**src/rtl/sisc_proc_if.sv**
```systemverilog
// ============================================================================
// sisc_proc_if : instruction / status / writeback bundle for sisc_proc
// Revision     : 1.0
// ============================================================================
`default_nettype none

interface sisc_proc_if;
  logic [31:0] ir;
  logic [3:0]  stat;
  logic        halted;
  logic        wb_en;
  logic [3:0]  wb_addr;
  logic [31:0] wb_data;

  modport master (
    output ir,
    input  stat, halted, wb_en, wb_addr, wb_data
  );

  modport slave (
    input  ir,
    output stat, halted, wb_en, wb_addr, wb_data
  );
endinterface

`default_nettype wire

```
**src/rtl/sisc_proc.sv**
```systemverilog
// ============================================================================
// sisc_proc : multi-cycle (5 cycles/instruction) 32-bit ALU processor core
// Revision  : 1.0
// ============================================================================
`default_nettype none

module sisc_proc (
  input  logic        clk,
  input  logic        rst_f,
  sisc_proc_if.slave  bus
);

  typedef enum logic [2:0] {
    ST_START0    = 3'd0,
    ST_START1    = 3'd1,
    ST_FETCH     = 3'd2,
    ST_DECODE    = 3'd3,
    ST_EXECUTE   = 3'd4,
    ST_MEM       = 3'd5,
    ST_WRITEBACK = 3'd6,
    ST_HALT      = 3'd7
  } state_e;

  state_e      state_q;
  logic [31:0] rf_q [16];
  logic [31:0] alu_q;
  logic [3:0]  stat_q;
  logic        wb_en_q;
  logic [3:0]  wb_addr_q;
  logic        halted_q;

  logic [3:0]  opcode, func, rd, rs, rt;
  logic [15:0] imm;
  logic [31:0] op_a, op_b;
  logic [4:0]  shamt;
  logic [32:0] add_full, sub_full;
  logic        is_alu, func_ok, does_write;
  logic [31:0] alu_d;
  logic [3:0]  stat_d;
  logic        c_flag, v_flag;

  assign opcode = bus.ir[31:28];
  assign func   = bus.ir[27:24];
  assign rd     = bus.ir[23:20];
  assign rs     = bus.ir[19:16];
  assign rt     = bus.ir[15:12];
  assign imm    = bus.ir[15:0];

  assign op_a  = (rs == 4'd0) ? 32'd0 : rf_q[rs];
  assign op_b  = (opcode == 4'h2) ? {16'd0, imm} : ((rt == 4'd0) ? 32'd0 : rf_q[rt]);
  assign shamt = op_b[4:0];

  assign add_full = {1'b0, op_a} + {1'b0, op_b};
  assign sub_full = {1'b0, op_a} - {1'b0, op_b};

  assign is_alu     = (opcode == 4'h1) || (opcode == 4'h2);
  assign func_ok    = (func >= 4'h1) && (func <= 4'hB);
  assign does_write = func_ok && (func != 4'h3);

  always_comb begin
    alu_d  = 32'd0;
    c_flag = 1'b0;
    v_flag = 1'b0;
    case (func)
      4'h1: begin
        alu_d  = add_full[31:0];
        c_flag = add_full[32];
        v_flag = (op_a[31] == op_b[31]) && (add_full[31] != op_a[31]);
      end
      4'h2, 4'h3: begin
        // The 33rd bit of the widened difference is the unsigned borrow.
        alu_d  = sub_full[31:0];
        c_flag = sub_full[32];
        v_flag = (op_a[31] != op_b[31]) && (sub_full[31] != op_a[31]);
      end
      4'h4: alu_d = ~op_a;
      4'h5: alu_d = op_a | op_b;
      4'h6: alu_d = op_a & op_b;
      4'h7: alu_d = op_a ^ op_b;
      4'h8: alu_d = (shamt == 5'd0) ? op_a
                    : ((op_a >> shamt) | (op_a << (6'd32 - {1'b0, shamt})));
      4'h9: alu_d = (shamt == 5'd0) ? op_a
                    : ((op_a << shamt) | (op_a >> (6'd32 - {1'b0, shamt})));
      4'hA: alu_d = op_a >> shamt;
      4'hB: alu_d = op_a << shamt;
      default: alu_d = 32'd0;
    endcase
    stat_d = {c_flag, v_flag, alu_d[31], (alu_d == 32'd0)};
  end

  always_ff @(posedge clk) begin
    if (rst_f) begin
      state_q   <= ST_START0;
      alu_q     <= 32'd0;
      stat_q    <= 4'd0;
      wb_en_q   <= 1'b0;
      wb_addr_q <= 4'd0;
      halted_q  <= 1'b0;
      for (int i = 0; i < 16; i++) begin
        rf_q[i] <= 32'd0;
      end
    end else begin
      case (state_q)
        ST_START0:  state_q <= ST_START1;
        ST_START1:  state_q <= ST_FETCH;
        ST_FETCH:   state_q <= ST_DECODE;
        ST_DECODE: begin
          if (opcode == 4'hF) begin
            state_q  <= ST_HALT;
            halted_q <= 1'b1;
          end else begin
            state_q  <= ST_EXECUTE;
          end
        end
        ST_EXECUTE: begin
          if (is_alu && func_ok) begin
            alu_q  <= alu_d;
            stat_q <= stat_d;
          end
          state_q <= ST_MEM;
        end
        ST_MEM: begin
          wb_en_q   <= is_alu && does_write;
          wb_addr_q <= rd;
          state_q   <= ST_WRITEBACK;
        end
        ST_WRITEBACK: begin
          // R0 is hardwired to zero, so its write is silently dropped.
          if (wb_en_q && (wb_addr_q != 4'd0)) begin
            rf_q[wb_addr_q] <= alu_q;
          end
          wb_en_q <= 1'b0;
          state_q <= ST_FETCH;
        end
        ST_HALT:    state_q <= ST_HALT;
        default:    state_q <= ST_START0;
      endcase
    end
  end

  assign bus.stat    = stat_q;
  assign bus.halted  = halted_q;
  assign bus.wb_en   = wb_en_q;
  assign bus.wb_addr = wb_addr_q;
  assign bus.wb_data = alu_q;

endmodule

`default_nettype wire

```
**src/flat_wrapper.sv**
```systemverilog
// flat-port wrapper written by rule: the top's interface ports become plain ports
module sisc_proc_flat 
  (clk, rst_f, bus_ir, bus_stat, bus_halted, bus_wb_en, bus_wb_addr, bus_wb_data);
  sisc_proc_if bus_i ();
  input  logic clk;
  input  logic rst_f;
  input wire logic [$bits(bus_i.ir)-1:0] bus_ir;
  output wire logic [$bits(bus_i.stat)-1:0] bus_stat;
  output wire logic [$bits(bus_i.halted)-1:0] bus_halted;
  output wire logic [$bits(bus_i.wb_en)-1:0] bus_wb_en;
  output wire logic [$bits(bus_i.wb_addr)-1:0] bus_wb_addr;
  output wire logic [$bits(bus_i.wb_data)-1:0] bus_wb_data;
  assign bus_i.ir = bus_ir;
  assign bus_stat = bus_i.stat;
  assign bus_halted = bus_i.halted;
  assign bus_wb_en = bus_i.wb_en;
  assign bus_wb_addr = bus_i.wb_addr;
  assign bus_wb_data = bus_i.wb_data;
  sisc_proc u_core (.clk(clk), .rst_f(rst_f), .bus(bus_i));
endmodule
```
**config.mk**
```make
export PLATFORM = sky130hd
export DESIGN_NAME = sisc_proc_flat
export DESIGN_NICKNAME = d
export VERILOG_FILES = /design/src/rtl/sisc_proc_if.sv /design/src/rtl/sisc_proc.sv /design/src/flat_wrapper.sv
export SDC_FILE = /design/constraint.sdc
export NUM_CORES = 2
export LEC_CHECK = 0
export ABC_AREA = 1
export BUFFER_PORTS_ARGS = -buffer_cell sky130_fd_sc_hd__buf_2
export CORE_MARGIN = 2
export CORE_UTILIZATION = 34
export DETAILED_ROUTE_END_ITERATION = 8
export PLACE_DENSITY = 0.47
export SKIP_LAST_GASP = 1
export SYNTH_ARGS = -nofsm -noshare
export SYNTH_HDL_FRONTEND = slang
export SYNTH_SLANG_ARGS = --single-unit
export TNS_END_PERCENT = 100
```
**constraint.sdc**
```tcl
create_clock -name clk -period 8.8 [get_ports clk]
set_input_delay 0.88 -clock clk [delete_from_list [all_inputs] [get_ports clk]]
set_output_delay 0.88 -clock clk [all_outputs]
set_load 0.1 [all_outputs]
```
Word-level counts from Yosys, hierarchy flattened
Memories as Yosys holds them, arrays and structs flattened.
Cells that the tools add are included.
- bits in registers: 45
- memory bits (writable): 512
- input bits: 34
- output and inout bits: 42
- logic and storage cells: 88
- memories kept: 1
- $add $sub $neg: 3
- $lt $le $gt $ge: 2
- eq/ne operators: 26
- shift-type cells: 4
- muxes and demuxes: 20
- bitwise gates (word level): 6
- reductions and logical operators: 20
- memories (memory ; words ; width ; rd ports ; clocked after Yosys merged registers in ; write ports ; RTL line ; RTL):
    u_core.rf_q ; 16 ; 32 ; 2 ; 0 ; 16 ; sisc_proc.sv:25 ; logic [31:0] rf_q [16];
- operators with widths (cell ; count):
    one-hot mux 32 bit (10 select lines) ; 1
    2-to-1 mux 32 bit ; 6
    OR 32 bit ; 3
    adder 32 x 32 -> 33 bit ; 1
    subtractor 32 x 32 -> 33 bit ; 1
    bitwise AND 32 bit ; 1
    zero test 32 bit ; 1
    inverter 32 bit ; 1
    OR reduction 32 bit ; 1
    left shift 32 x 5 -> 32 bit ; 1
    left shift 32 x 6 -> 32 bit ; 1
    >> shifter 32 x 5 -> 32 bit ; 1
    >> shifter 32 x 6 -> 32 bit ; 1
    bitwise XOR 32 bit ; 1
    one-hot mux 3 bit (7 select lines) ; 1
    equality test 4 bit (second input constant) ; 5
    equality test 4 x 3 -> 1 bit (second input constant) ; 4
    equality test 3 bit (second input constant) ; 4
    equality test 4 x 2 -> 1 bit (second input constant) ; 3
    equality test 4 x 1 -> 1 bit (second input constant) ; 2
    zero test 4 bit ; 2
    logical AND 1 bit ; 7
    2-to-1 mux 1 bit ; 7
    equality test 3 x 2 -> 1 bit (second input constant) ; 2
    other kinds (17) ; 23

Longest topological paths before layout
- depth in word-level cells: 9
- mapped depth: 39

Least setup slack after synthesis
OpenSTA, ideal clock, no wires.
- path type: input to register
- from: input port bus_ir[12]
- to: register u_core.stat_q[0] (netlist: u_core.bus.stat[0])
- setup time: 0.071 ns
- data arrival time: 5.229 ns
- data required time: 8.729 ns
- path slack: 3.500 ns
- stages: 34
- path buffers: 7
- cell sequence: buf_4 buf_6 buf_4 clkbuf_1 clkbuf_1 buf_1 nand2_1 o211ai_1 nand3_1 o211ai_1 nand3_1 a22oi_1 inv_1 ha_1 clkbuf_1 inv_1 a21oi_1 a21boi_1 nand2_1 a21oi_1 o21bai_1 or2_1 nand3_1 nand2_1 nor3_1 nand2_1 nand3b_1 nor2_1 nand2_1 nor2_1 nand2_1 nor2_1 nand3_1 a21oi_1
- word-level cells in the longest chain between the ends: 9
- elaborated cells between the ends (all ways): 21
- those cells by class: add/sub: 3; shift: 4; mux: 5; bitwise: 5; reduce/logical: 3; memory: 1
- RTL lines (item ; RTL line ; RTL):
    from (decl) ; flat_wrapper.sv:7 ; input wire logic [$bits(bus_i.ir)-1:0] bus_ir;
    memory read (16 x 32 bit) / zero test 4 bit (equally long branches) ; - ;
    2-to-1 mux 32 bit ; sisc_proc.sv:50 ; assign op_b = (opcode == 4'h2) ? {16'd0, imm} : ((rt == 4'd0) ? 32'd0 : rf_q[rt]);
    2-to-1 mux 32 bit (*) ; sisc_proc.sv:50 ;
    subtractor 6 x 5 -> 6 bit ; sisc_proc.sv:81, sisc_proc.sv:83 ;
    >> shifter 32 x 6 -> 32 bit / left shift 32 x 6 -> 32 bit (equally long branches) ; sisc_proc.sv:83, sisc_proc.sv:81 ;
    OR 32 bit, on equally long branches ; sisc_proc.sv:83, sisc_proc.sv:81 ;
    2-to-1 mux 32 bit, on equally long branches ; sisc_proc.sv:82, sisc_proc.sv:80 ;
    one-hot mux 32 bit (10 select lines) (*) ; sisc_proc.sv:64 ; case (func)
    zero test 32 bit (*) ; sisc_proc.sv:88 ; stat_d = {c_flag, v_flag, alu_d[31], (alu_d == 32'd0)};
    to (signal assigned) ; sisc_proc.sv:118 ; stat_q <= stat_d;
    to (decl) ; sisc_proc.sv:27 ; logic [3:0] stat_q;
Mark *: on every way between the ends. The rest lies on a longest branch, timed or not.
A chain may end at the register's enable or synchronous reset.

Worst setup path after layout
- from: input port bus_ir[13]
- to: register u_core.stat_q[0] (netlist: u_core.bus.stat[0])
The elaborated chain is that of the path after synthesis.

==> summary.md <==
| Metric | Value |
|---|---|
| Final Max Slew Viols | 0 |
| Seq cells post-synth | 556 |
| Worst VDD drop | ~140 uV |
| Worst-Skew Late Latency | between 0.6 and 0.7 ns |
| Pwr per Cell Area | 196 nW/um^2 |
| Inst Count DP | 7996 |
| # H-tree levels | 3 |
| Crit path time final | ~6.7 ns |
| Vias in the first global route | 42700 |
| Fillers | 13800 |
| Synth Flop Type | edfxtp_1 |
| Mean Syn Cell Area | 6.63 um^2 |
| Met1 wire length | approximately 97000 um |
| GRT Residual Overflow | 0 |
| Initial antenna violation count | 13 |
| Leak Pwr | between 20 and 25 nW |
| Root Driver | clkbuf_16 |
| Met3 wire len | 19800 um |
| Yosys top cell area share | 0.354 |
| RSZ-0062 raised after global routing | no |
| CTS Hold Bufs | 0 |
| Clock slew at reported path FFs | 0.07 ns |
| CP endpoint kind | register |
| Post-synth EDFFs | about 510 |
| Sequential share of the synthesized area | 0.374 |
| Slew margin rel. | 0.308 |
| Synth warn | 0 |
| Area Growth Syn to Fin | 9.05% |
| CTS tree | yes |
| I/O Pins | 76 |
| Per-cell routed wire length | between 20 and 30 um |
| Clock Skew | 0.0207 ns |
| FFs w/ async S/R, synth | 0 |
| HP Class | reg2reg |
| # rows | about 130 |
| Actual slew at the worst max-slew pin | roughly 1.0 ns |
| Cell variety after synth | 62 |
| Worst reg2reg setup slack | ~3.2 ns |
| Largest net degree at the start of global routing | 200 |
| Total CTS buffers | 71 |
| Fmax achieved | 150 MHz |
| Initial core utilization | 0.342 |
| Period utilization | 0.759 |
| # DRC | 0 |
| Synth area leaders | edfxtp_1 (35%), nand2_1 (14%), nand3_1 (11%) |
| Routability cong. | 1.05 |
| Post-DP HPWL | 154000 um |
| Clk sinks | 556 |
| Port-buffer cells | 75 |
| TNS Setup | 0 ns |
| Drt first pass iters | 6 |
| Worst EP arrival | 7.28 ns |
| CP max FO | 80 |
| Hold Violations, Final | 0 |
| Cells after Synth | ~6600 |
| Highest metal used | met5 |
| Req. time, crit path | 9.40 ns |
| Top cell type by total area after synthesis | edfxtp_1 |
| Crit path kind | in2reg |
| Startpoint types | primary input |
| Run status | finished, final reports clean |
| Total Routing Usage GR | 0.339 |
| Count leader, synth | nand2_1 |
| Core area | 127000 um^2 |
| Max-cap violations | 0 |
| Detailed Route Iter0 Violations | 6128 |
| Non-filler instance count after layout | ~8100 |
| Layout cell share with drive strength beyond 1 | 0.0599 |
| First-pass GRT wire length | roughly 320000 um |
| Syn Std Cell Area | 43500 um^2 |
| Chip height | around 360 um |
| Top cells by count, synth | nand2_1 (1662), nand3_1 (948), nor2_1 (927), inv_1 (667), edfxtp_1 (512) |
| ANT nets after route | 0 |
| DIE AREA | 131000 um^2 |
| Via Count | about 47000 |
| Cts repair resizes | 0 |
| Vias per cell | 5.74 |
| Die Wd | 362 um |
| Fin nets | around 6500 |
| CTS Buffer Depth | 3 |
| Routed wire length | around 230000 um |
| Final setup violation count | 0 |
| Met2 wire len | 101000 um |
| # Post-CTS Setup Buffers | 0 |
-- metal layers --
layer / vias to the layer above / track usage
li1: 21300 / -
met1: 22500 / 0.465
met2: 2370 / 0.530
met3: 409 / 0.0568
met4: 14 / 0.137
met5: - / 0
-- area by class of cell --
cell class                 instances  area (um^2)  area share
multi-input combinational       4880        22800       0.481
sequential                       556        16300       0.343
inverter                         689         2600      0.0549
tap                             1662         2080      0.0439
clock buffer                      89         1900      0.0400
timing repair buffer             209         1490      0.0315
clock inverter                    36          256     0.00541
antenna                            5         12.5    0.000264
-- power by group --
| group | internal (mW) | total [mW] | switching, mW |
|---|---|---|---|
| clock | 1.61 | 2.85 | 1.24 |
| sequential | 2.97 | 3.01 | 0.0370 |
| combinational | 0.842 | 3.44 | 2.60 |
| total | 5.42 | 9.29 | 3.87 |
-- per-stage QoR --
| step | hold WS (ns) | total power, mW | cell area (um^2) | setup WS (ns) | utilization |
|---|---|---|---|---|---|
| after floorplan | 0.470 | 5.15 | 43600 | 3.50 | - |
| after global placement | 0.438 | 6.39 | 45200 | 1.86 | 0.356 |
| after detailed placement | 0.445 | 6.37 | 45200 | 1.76 | 0.356 |
| after CTS | 0.448 | 9.21 | 47400 | 2.45 | 0.373 |
| after global routing | 0.517 | 9.66 | 47400 | 1.86 | 0.373 |
| final | 0.451 | 9.29 | 47400 | 2.12 | 0.373 |
-- worst max-delay path, stage by stage --
cell	delay, ns
buf_6	0.56
inv_4	0.40
nand3_2	0.21
nand2_1	0.08
inv_2	0.31
buf_4	0.37
nand2_2	0.13
nand2_4	0.16
ha_1	0.36
fa_1	0.25
nand2_1	0.07
o21ai_0	0.69
a31oi_1	0.33
o21ai_0	0.23
a21oi_1	0.06
nor4_1	0.64
o21ai_0	0.18
inv_1	0.09
nand3_1	0.07
nor2_1	0.36
nand2_1	0.21
nor2_1	0.15
nand2_1	0.07
nor2_1	0.11
nand3_1	0.08
a21oi_1	0.13
-- state kept, by name, indices dropped and copies added, names as in the netlist, named ones only --
register	cells
u_core.bus.wb_en	1
u_core.bus.stat	4
u_core.bus.halted	1
u_core.rf_q	512
u_core.bus.wb_addr	4
u_core.state_q	2
u_core.bus.wb_data	31
-- final timing paths --
kind,from,to,cells past startpoint
setup / recovery,bus_ir[13],u_core.bus.stat[0],26
hold reg to reg,u_core.bus.halted,u_core.bus.halted,2
hold / removal,u_core.bus.halted,u_core.bus.halted,2
setup reg to reg,u_core.rf_q[2][0],u_core.bus.stat[0],28
-- placed cells by master (no fill, tap or decap), types with 8 or more instances in the layout --
cell type  Yosys  routed
nand2_1     1662    1632
nand3_1      948     948
nor2_1       927     925
inv_1        667     662
edfxtp_1     512     512
o21ai_0      442     442
a21oi_1      434     434
buf_4         25     129
ha_1         100      99
o211ai_1      91      91
clkbuf_16      0      73
buf_2        112      70
dfxtp_1       44      44
nand2_2       12      42
conb_1         1      32
clkinv_1      10      28
nand4_1       26      26
o22ai_1       23      23
nor3_1        21      21
a311o_1       16      16
o21ai_1       15      15
clkbuf_1     268      15
inv_2         11      14
a221oi_1      13      13
a21o_1        11      11
a31oi_1       10      10
a22oi_1        9       9
xor2_1         9       9
clkinv_2       0       9
nand3b_1       8       8
-- cell families (layout without fill, tap and decap cells) --
logic type | count (synthesis) | in the layout | synth area share
other | 1 | 37 | 0.0000863
buffers and inverters | 1152 | 1023 | 0.106
xor gates and xnor gates | 9 | 9 | 0.00181
AOI/OAI and AO/OA | 1103 | 1103 | 0.141
and+or+nand+nor | 3634 | 3634 | 0.347
DFF | 556 | 556 | 0.374
adders and majority gates | 102 | 102 | 0.0297
Power figures use the tool's default switching activity.
